--- config.mk ---
export PLATFORM = sky130hd
export DESIGN_NAME = onfi_cmd_seq
export DESIGN_NICKNAME = d
export VERILOG_FILES = /design/src/rtl/onfi_cmd_seq.sv
export SDC_FILE = /design/constraint.sdc
export NUM_CORES = 1
export LEC_CHECK = 0
export ABC_AREA = 1
export BUFFER_PORTS_ARGS = -buffer_cell sky130_fd_sc_hd__buf_2
export CELL_PAD_IN_SITES_DETAIL_PLACEMENT = 0
export CELL_PAD_IN_SITES_GLOBAL_PLACEMENT = 2
export CORE_MARGIN = 2
export CORE_UTILIZATION = 31
export CTS_CLUSTER_DIAMETER = 60
export CTS_CLUSTER_SIZE = 24
export DETAILED_ROUTE_END_ITERATION = 10
export GPL_TIMING_DRIVEN = 0
export PLACE_DENSITY = 0.92
export SYNTH_ARGS = -nofsm -noshare
export SYNTH_HDL_FRONTEND = slang
export SYNTH_SLANG_ARGS = --single-unit
--- constraint.sdc ---
create_clock -name sysclk -period 3.2 [get_ports sysclk]
set_clock_uncertainty 0.2 [all_clocks]
set_input_delay 0.64 -clock sysclk [delete_from_list [all_inputs] [get_ports sysclk]]
set_output_delay 0.64 -clock sysclk [all_outputs]
set_load 0.01 [all_outputs]
--- src/rtl/onfi_cmd_seq.sv ---
// rtl/onfi_cmd_seq.sv - ONFI single-operation command/address/wait/data sequencer
module onfi_cmd_seq #(
  parameter int LEN_W   = 12,
  parameter int WB_CYC  = 8,
  parameter int TMO_CYC = 65535
) (
  input  logic             sysclk,
  input  logic             rst_n,
  input  logic             start_i,
  input  logic [7:0]       cmd1_i,
  input  logic             cmd2_en_i,
  input  logic [7:0]       cmd2_i,
  input  logic [2:0]       naddr_i,
  input  logic [39:0]      addr_i,
  input  logic             dir_i,
  input  logic [LEN_W-1:0] nbytes_i,
  output logic             busy_o,
  output logic             done_o,
  output logic             tmo_o,
  output logic             phy_valid_o,
  output logic [1:0]       phy_op_o,
  output logic [7:0]       phy_byte_o,
  input  logic             phy_ready_i,
  input  logic [7:0]       phy_rdata_i,
  input  logic             phy_rvalid_i,
  input  logic [7:0]       wr_data_i,
  input  logic             wr_valid_i,
  output logic             wr_ready_o,
  output logic [7:0]       rd_data_o,
  output logic             rd_valid_o,
  input  logic             rb_i
);

  typedef enum logic [2:0] {
    S_IDLE, S_CMD1, S_ADDR, S_CMD2, S_WAIT, S_DATA, S_DONE
  } state_t;

  localparam logic [1:0]  OP_CMD  = 2'd0;
  localparam logic [1:0]  OP_ADDR = 2'd1;
  localparam logic [1:0]  OP_DIN  = 2'd2;
  localparam logic [1:0]  OP_DOUT = 2'd3;
  localparam logic [15:0] WB_LIM  = 16'(WB_CYC);
  localparam logic [15:0] TMO_LIM = 16'(TMO_CYC - 1);

  state_t           state, state_nx;
  logic [7:0]       cmd1_q, cmd2_q;
  logic             cmd2_en_q, dir_q;
  logic [2:0]       addr_left;
  logic [39:0]      addr_sh;
  logic [LEN_W-1:0] byte_cnt;
  logic [15:0]      wait_cnt;
  logic             rd_pend;
  logic             rb_meta, rb_sync;
  logic             tmo_q;
  logic [7:0]       rd_data_q;
  logic             rd_valid_q;

  logic             has_data, last_byte, rb_ok, tmo_hit, data_beat, accept;
  state_t           after_addr, after_wait, after_data;

  assign has_data  = (byte_cnt != '0);
  assign last_byte = (byte_cnt == LEN_W'(1));
  assign rb_ok     = (wait_cnt >= WB_LIM) && rb_sync;
  assign tmo_hit   = (state == S_WAIT) && !rb_ok && (wait_cnt == TMO_LIM);
  assign accept    = phy_valid_o && phy_ready_i;
  assign data_beat = (state == S_DATA) &&
                     (dir_q ? (rd_pend && phy_rvalid_i) : (wr_valid_i && phy_ready_i));

  // Reads put the busy wait before the data, writes put it after the data.
  assign after_addr = dir_q ? (cmd2_en_q ? S_CMD2 : (has_data ? S_DATA : S_DONE))
                            : (has_data ? S_DATA : (cmd2_en_q ? S_CMD2 : S_DONE));
  assign after_wait = (dir_q && has_data) ? S_DATA : S_DONE;
  assign after_data = (!dir_q && cmd2_en_q) ? S_CMD2 : S_DONE;

  assign busy_o     = (state != S_IDLE);
  assign tmo_o      = tmo_q;
  assign rd_data_o  = rd_data_q;
  assign rd_valid_o = rd_valid_q;

  // State register.
  always_ff @(posedge sysclk) begin
    if (!rst_n) state <= S_IDLE;
    else        state <= state_nx;
  end

  // Operation latches, counters, R/B# synchroniser and read-return capture.
  always_ff @(posedge sysclk) begin
    if (!rst_n) begin
      cmd1_q     <= 8'd0;
      cmd2_q     <= 8'd0;
      cmd2_en_q  <= 1'b0;
      dir_q      <= 1'b0;
      addr_left  <= 3'd0;
      addr_sh    <= 40'd0;
      byte_cnt   <= '0;
      wait_cnt   <= 16'd0;
      rd_pend    <= 1'b0;
      rb_meta    <= 1'b0;
      rb_sync    <= 1'b0;
      tmo_q      <= 1'b0;
      rd_data_q  <= 8'd0;
      rd_valid_q <= 1'b0;
    end else begin
      rb_meta    <= rb_i;
      rb_sync    <= rb_meta;
      rd_valid_q <= 1'b0;
      wait_cnt   <= (state == S_WAIT) ? wait_cnt + 16'd1 : 16'd0;
      if (state == S_IDLE && start_i) begin
        cmd1_q    <= cmd1_i;
        cmd2_q    <= cmd2_i;
        cmd2_en_q <= cmd2_en_i;
        dir_q     <= dir_i;
        addr_left <= (naddr_i > 3'd5) ? 3'd5 : naddr_i;
        addr_sh   <= addr_i;
        byte_cnt  <= nbytes_i;
        rd_pend   <= 1'b0;
        tmo_q     <= 1'b0;
      end
      if (state == S_ADDR && accept) begin
        addr_sh   <= {8'd0, addr_sh[39:8]};
        addr_left <= addr_left - 3'd1;
      end
      if (tmo_hit) tmo_q <= 1'b1;
      if (state == S_DATA && dir_q) begin
        if (accept) rd_pend <= 1'b1;
        if (rd_pend && phy_rvalid_i) begin
          rd_pend    <= 1'b0;
          rd_data_q  <= phy_rdata_i;
          rd_valid_q <= 1'b1;
        end
      end
      if (data_beat) byte_cnt <= byte_cnt - LEN_W'(1);
    end
  end

  // Next state and phy/stream handshake outputs.
  always_comb begin
    state_nx    = state;
    phy_valid_o = 1'b0;
    phy_op_o    = OP_CMD;
    phy_byte_o  = 8'd0;
    wr_ready_o  = 1'b0;
    done_o      = 1'b0;
    case (state)
      S_IDLE: if (start_i) state_nx = S_CMD1;
      S_CMD1: begin
        phy_valid_o = 1'b1;
        phy_byte_o  = cmd1_q;
        if (phy_ready_i) state_nx = (addr_left != 3'd0) ? S_ADDR : after_addr;
      end
      S_ADDR: begin
        phy_valid_o = 1'b1;
        phy_op_o    = OP_ADDR;
        phy_byte_o  = addr_sh[7:0];
        if (phy_ready_i && addr_left == 3'd1) state_nx = after_addr;
      end
      S_CMD2: begin
        phy_valid_o = 1'b1;
        phy_byte_o  = cmd2_q;
        if (phy_ready_i) state_nx = S_WAIT;
      end
      S_WAIT: begin
        if (rb_ok)        state_nx = after_wait;
        else if (tmo_hit) state_nx = S_DONE;
      end
      S_DATA: begin
        if (dir_q) begin
          phy_valid_o = !rd_pend;
          phy_op_o    = OP_DOUT;
        end else begin
          phy_valid_o = wr_valid_i;
          phy_op_o    = OP_DIN;
          phy_byte_o  = wr_data_i;
          wr_ready_o  = phy_ready_i;
        end
        if (data_beat && last_byte) state_nx = after_data;
      end
      S_DONE: begin
        done_o   = 1'b1;
        state_nx = S_IDLE;
      end
      default: state_nx = S_IDLE;
    endcase
  end

endmodule

==> results.txt <==
Largest net degree at the start of global routing -> 19
Global-route usage over all layers -> 17.9%
Placed Area -> 5760 um^2
Setup TNS Final -> 0 ns
Number of maximum-capacitance violations -> 0
Net total in the final layout -> 919
Per-instance average area after synthesis -> 7.15 um^2
Leakage power figure -> 2.49 nW
Placer's final routability congestion estimate -> 0.814
Cell types occupying the most area after synthesis -> sky130_fd_sc_hd__dfxtp_1 (43%), sky130_fd_sc_hd__nand2_1 (15%), sky130_fd_sc_hd__a21oi_1 (8.2%), sky130_fd_sc_hd__a22oi_1 (5.1%), sky130_fd_sc_hd__inv_1 (4.1%)
Areal power density over the cells -> 719 nW/um^2
Final hold violation count -> 0
Number of hold buffers added after cts -> 0
Mapped Area -> 4900 um^2
Net count after synthesis -> 789
Critical path start-end classification -> flop to primary output
Logic depth of the worst register-to-register path -> 7
Area delta synth->final -> 23.4%
Most common cell after layout, fill and taps aside -> sky130_fd_sc_hd__nand2_1
Kind of start point of the critical path -> flop
Result of the run -> complete, no violations
Drt drc -> 0
I/O Buffers -> 119
HPWL after DPL -> 11100 um
Final instance area -> 6050 um^2
Number of antenna violations at the first check in global routing -> 0
Die outline height -> 130 um
Buffers inserted by post-CTS timing repair -> 0
End of the worst register-to-register path -> cmd2_q[1]
First DRT Iteration DRCs -> 291
Vias post-DR -> 4891
Inserted Diodes -> 0
Crit share post-route -> 91.3%
Synthesized instance count -> 685
Top cell type's share of synthesized area -> 42.9%
Time the worst path needs with I/O delays and setup -> 2.92 ns
Cell at the root of the clock tree -> sky130_fd_sc_hd__clkbuf_16
TritonCTS Sinks -> 105
Core ar. -> 15300 um^2
Clk pin slew, worst setup/hold paths -> 0.07 ns
Share of final-layout standard cells stronger than drive strength 1 -> 21.5%
Commonest register cell after synthesis -> sky130_fd_sc_hd__dfxtp_1
WL final -> 14400 um
Slew Limit Headroom -> 53.2%
Number of synthesized flops with an enable pin -> 0
DIE AREA -> 16800 um^2
Average via count per standard cell -> 4.74
Critical Path, Cell by Cell -> inv_2 > nand3_2 > nor2_1 > a22oi_1 > o211ai_1 > buf_2
Initial core utilization -> 32.0%
Routed wire length per instance -> 14.0 um
Post-CTS sizing -> 0
Worst EP required -> 2.36 ns
Setup Viol. Count Final -> 0
Yosys warning count -> 0
Power consumption -> 4.34 mW
Final slew viol count -> 0
Post-synth top area cell -> sky130_fd_sc_hd__dfxtp_1
Hold Path End -> rb_sync
Worst skew pair latency -> 0.35 ns
Actual slew at the worst max-slew pin -> 0.700 ns
Synth Register Bits -> 105
Clock buffer depth -> 2
Placement Rows -> 45
Commonest cells after routing, fill and taps aside -> sky130_fd_sc_hd__nand2_1 (195), sky130_fd_sc_hd__buf_2 (133), sky130_fd_sc_hd__dfxtp_1 (105), sky130_fd_sc_hd__a21oi_1 (80)
Initial DRT Pass Iterations -> 5
Hold depth -> 2
TritonCTS clock tree -> built
Top-level I/O count -> 120
Highest cell delay on the worst timing path -> 0.58 ns
Detail Route Antenna Nets -> 0
Share of async-settable or async-resettable flops after synthesis -> 0%
Kind of end point of the critical path -> primary output
Die outline width -> 130 um
Worst ir drop on vdd -> 0.282 mV
Distinct cell type count of the synthesized netlist -> 35
Timing-limited maximum frequency -> 342 MHz
Via count of the first global-routing pass -> 4741
Portion of the post-synthesis area used by sequential elements -> 42.9%
CP max stage cell -> sky130_fd_sc_hd__nor2_1
Worst reg-to-reg setup slack -> 1.20 ns
Hold Path Class -> flop to flop
Wire length of the first global-routing pass -> 23600 um
RSZ-0062 raised after global routing -> no
R2R Path Start -> state[0]
Number of buffers created by CTS -> 9
Arrival time of data at the critical path endpoint -> 2.08 ns
Largest driver fanout on the critical path -> 8
GR Overflow Total -> 0
H-Tree Level Count -> 3
Source of the worst hold timing path -> rb_meta
Number of fill cells -> 1722
-- final cells by class --
type | count | area, um^2 | area share (%)
plain buffers | 29 | 141 | 2.34
clock buffers | 11 | 243 | 4.01
clock inverters | 5 | 43.8 | 0.724
inverters | 61 | 229 | 3.79
multi-input cells | 490 | 2430 | 40.1
flip-flops and latches | 105 | 2100 | 34.8
well taps | 211 | 264 | 4.37
repair buffers | 119 | 596 | 9.85
-- worst max path at each step --
| stage | from | endpoint | slack [ns] | cells after the start |
|---|---|---|---|---|
| 4_1_cts | state[1] | phy_byte_o[7] | 0.27 | 6 |
| 3_5_place_dp | state[1] | phy_byte_o[7] | 0.66 | 6 |
| 2_1_floorplan | state[0] | phy_byte_o[0] | 1.19 | 5 |
| 5_1_grt | state[1] | phy_byte_o[0] | 0.09 | 6 |
| 6_report | state[1] | phy_byte_o[0] | 0.28 | 6 |
| 3_3_place_gp | state[1] | phy_byte_o[7] | 0.62 | 6 |
-- kinds of logic (layout without fill, tap and decap cells) --
kind of cell    count (synthesis)  after routing  share of synthesized area [%]
simple gates                  316            316                           27.4
compound gates                164            164                           19.7
flops                         105            105                           42.9
buf+inv                        90            225                           7.56
fa+ha+maj                       8              8                           2.04
xor+xnor                        2              2                          0.358
-- registers in the layout, summed over array words and instances, names as in the netlist --
register    flops
state           3
dir_q           1
rb_sync         1
addr_left       3
cmd1_q          8
rd_data_o       8
cmd2_q          8
rb_meta         1
tmo_o           1
wait_cnt       16
cmd2_en_q       1
rd_pend         1
rd_valid_o      1
byte_cnt       12
addr_sh        40
-- layer usage --
metal	GRT usage, %	up-vias	share of wire, %	routed length (um)
li1	-	2555	-	-
met1	24.2	2230	48	6940
met2	28.9	93	46	6640
met3	3.49	13	4.5	649
met4	5.88	0	1.5	216
met5	0	-	0	0
-- where the power goes --
part / switching [mW] / internal [mW] / leakage [nW]
Sequential: 0.140 / 1.54 / 0.858
Clock: 0.525 / 0.563 / 0.142
Combinational: 1.03 / 0.542 / 1.49
-- worst max-delay path: cells and delay by family (launching register included) --
family / cells / cell delay [ns]
flip-flops: 1 / 0.40
AND/OR/NAND/NOR: 2 / 0.76
AO/OA/AOI/OAI: 2 / 0.28
buffers and inverters: 2 / 0.29
-- synthesized netlist by cell type, types with 5 or more instances --
cell type	instances
sky130_fd_sc_hd__nand2_1	195
sky130_fd_sc_hd__dfxtp_1	105
sky130_fd_sc_hd__a21oi_1	80
sky130_fd_sc_hd__inv_1	53
sky130_fd_sc_hd__nor2_1	53
sky130_fd_sc_hd__a22oi_1	33
sky130_fd_sc_hd__nand3_1	31
sky130_fd_sc_hd__o21ai_0	25
sky130_fd_sc_hd__buf_2	14
sky130_fd_sc_hd__clkbuf_1	11
sky130_fd_sc_hd__nor3_1	11
sky130_fd_sc_hd__a31oi_1	9
sky130_fd_sc_hd__ha_1	8
sky130_fd_sc_hd__inv_2	8
sky130_fd_sc_hd__o2111ai_1	7
sky130_fd_sc_hd__nand4_1	6
sky130_fd_sc_hd__or2_2	5
-- stage by stage --
step	util (%)	setup WS, ns	hold WS, ns	instances
finish	39.5	0.280	0.214	1031
global route	39.5	0.0942	0.241	1031
CTS	39.5	0.268	0.213	1031
detailed placement	37.6	0.663	0.199	1015
global placement	37.6	0.618	0.206	1015
floorplan	-	1.19	0.190	685
Note: power is estimated with default switching activity, not from simulation.
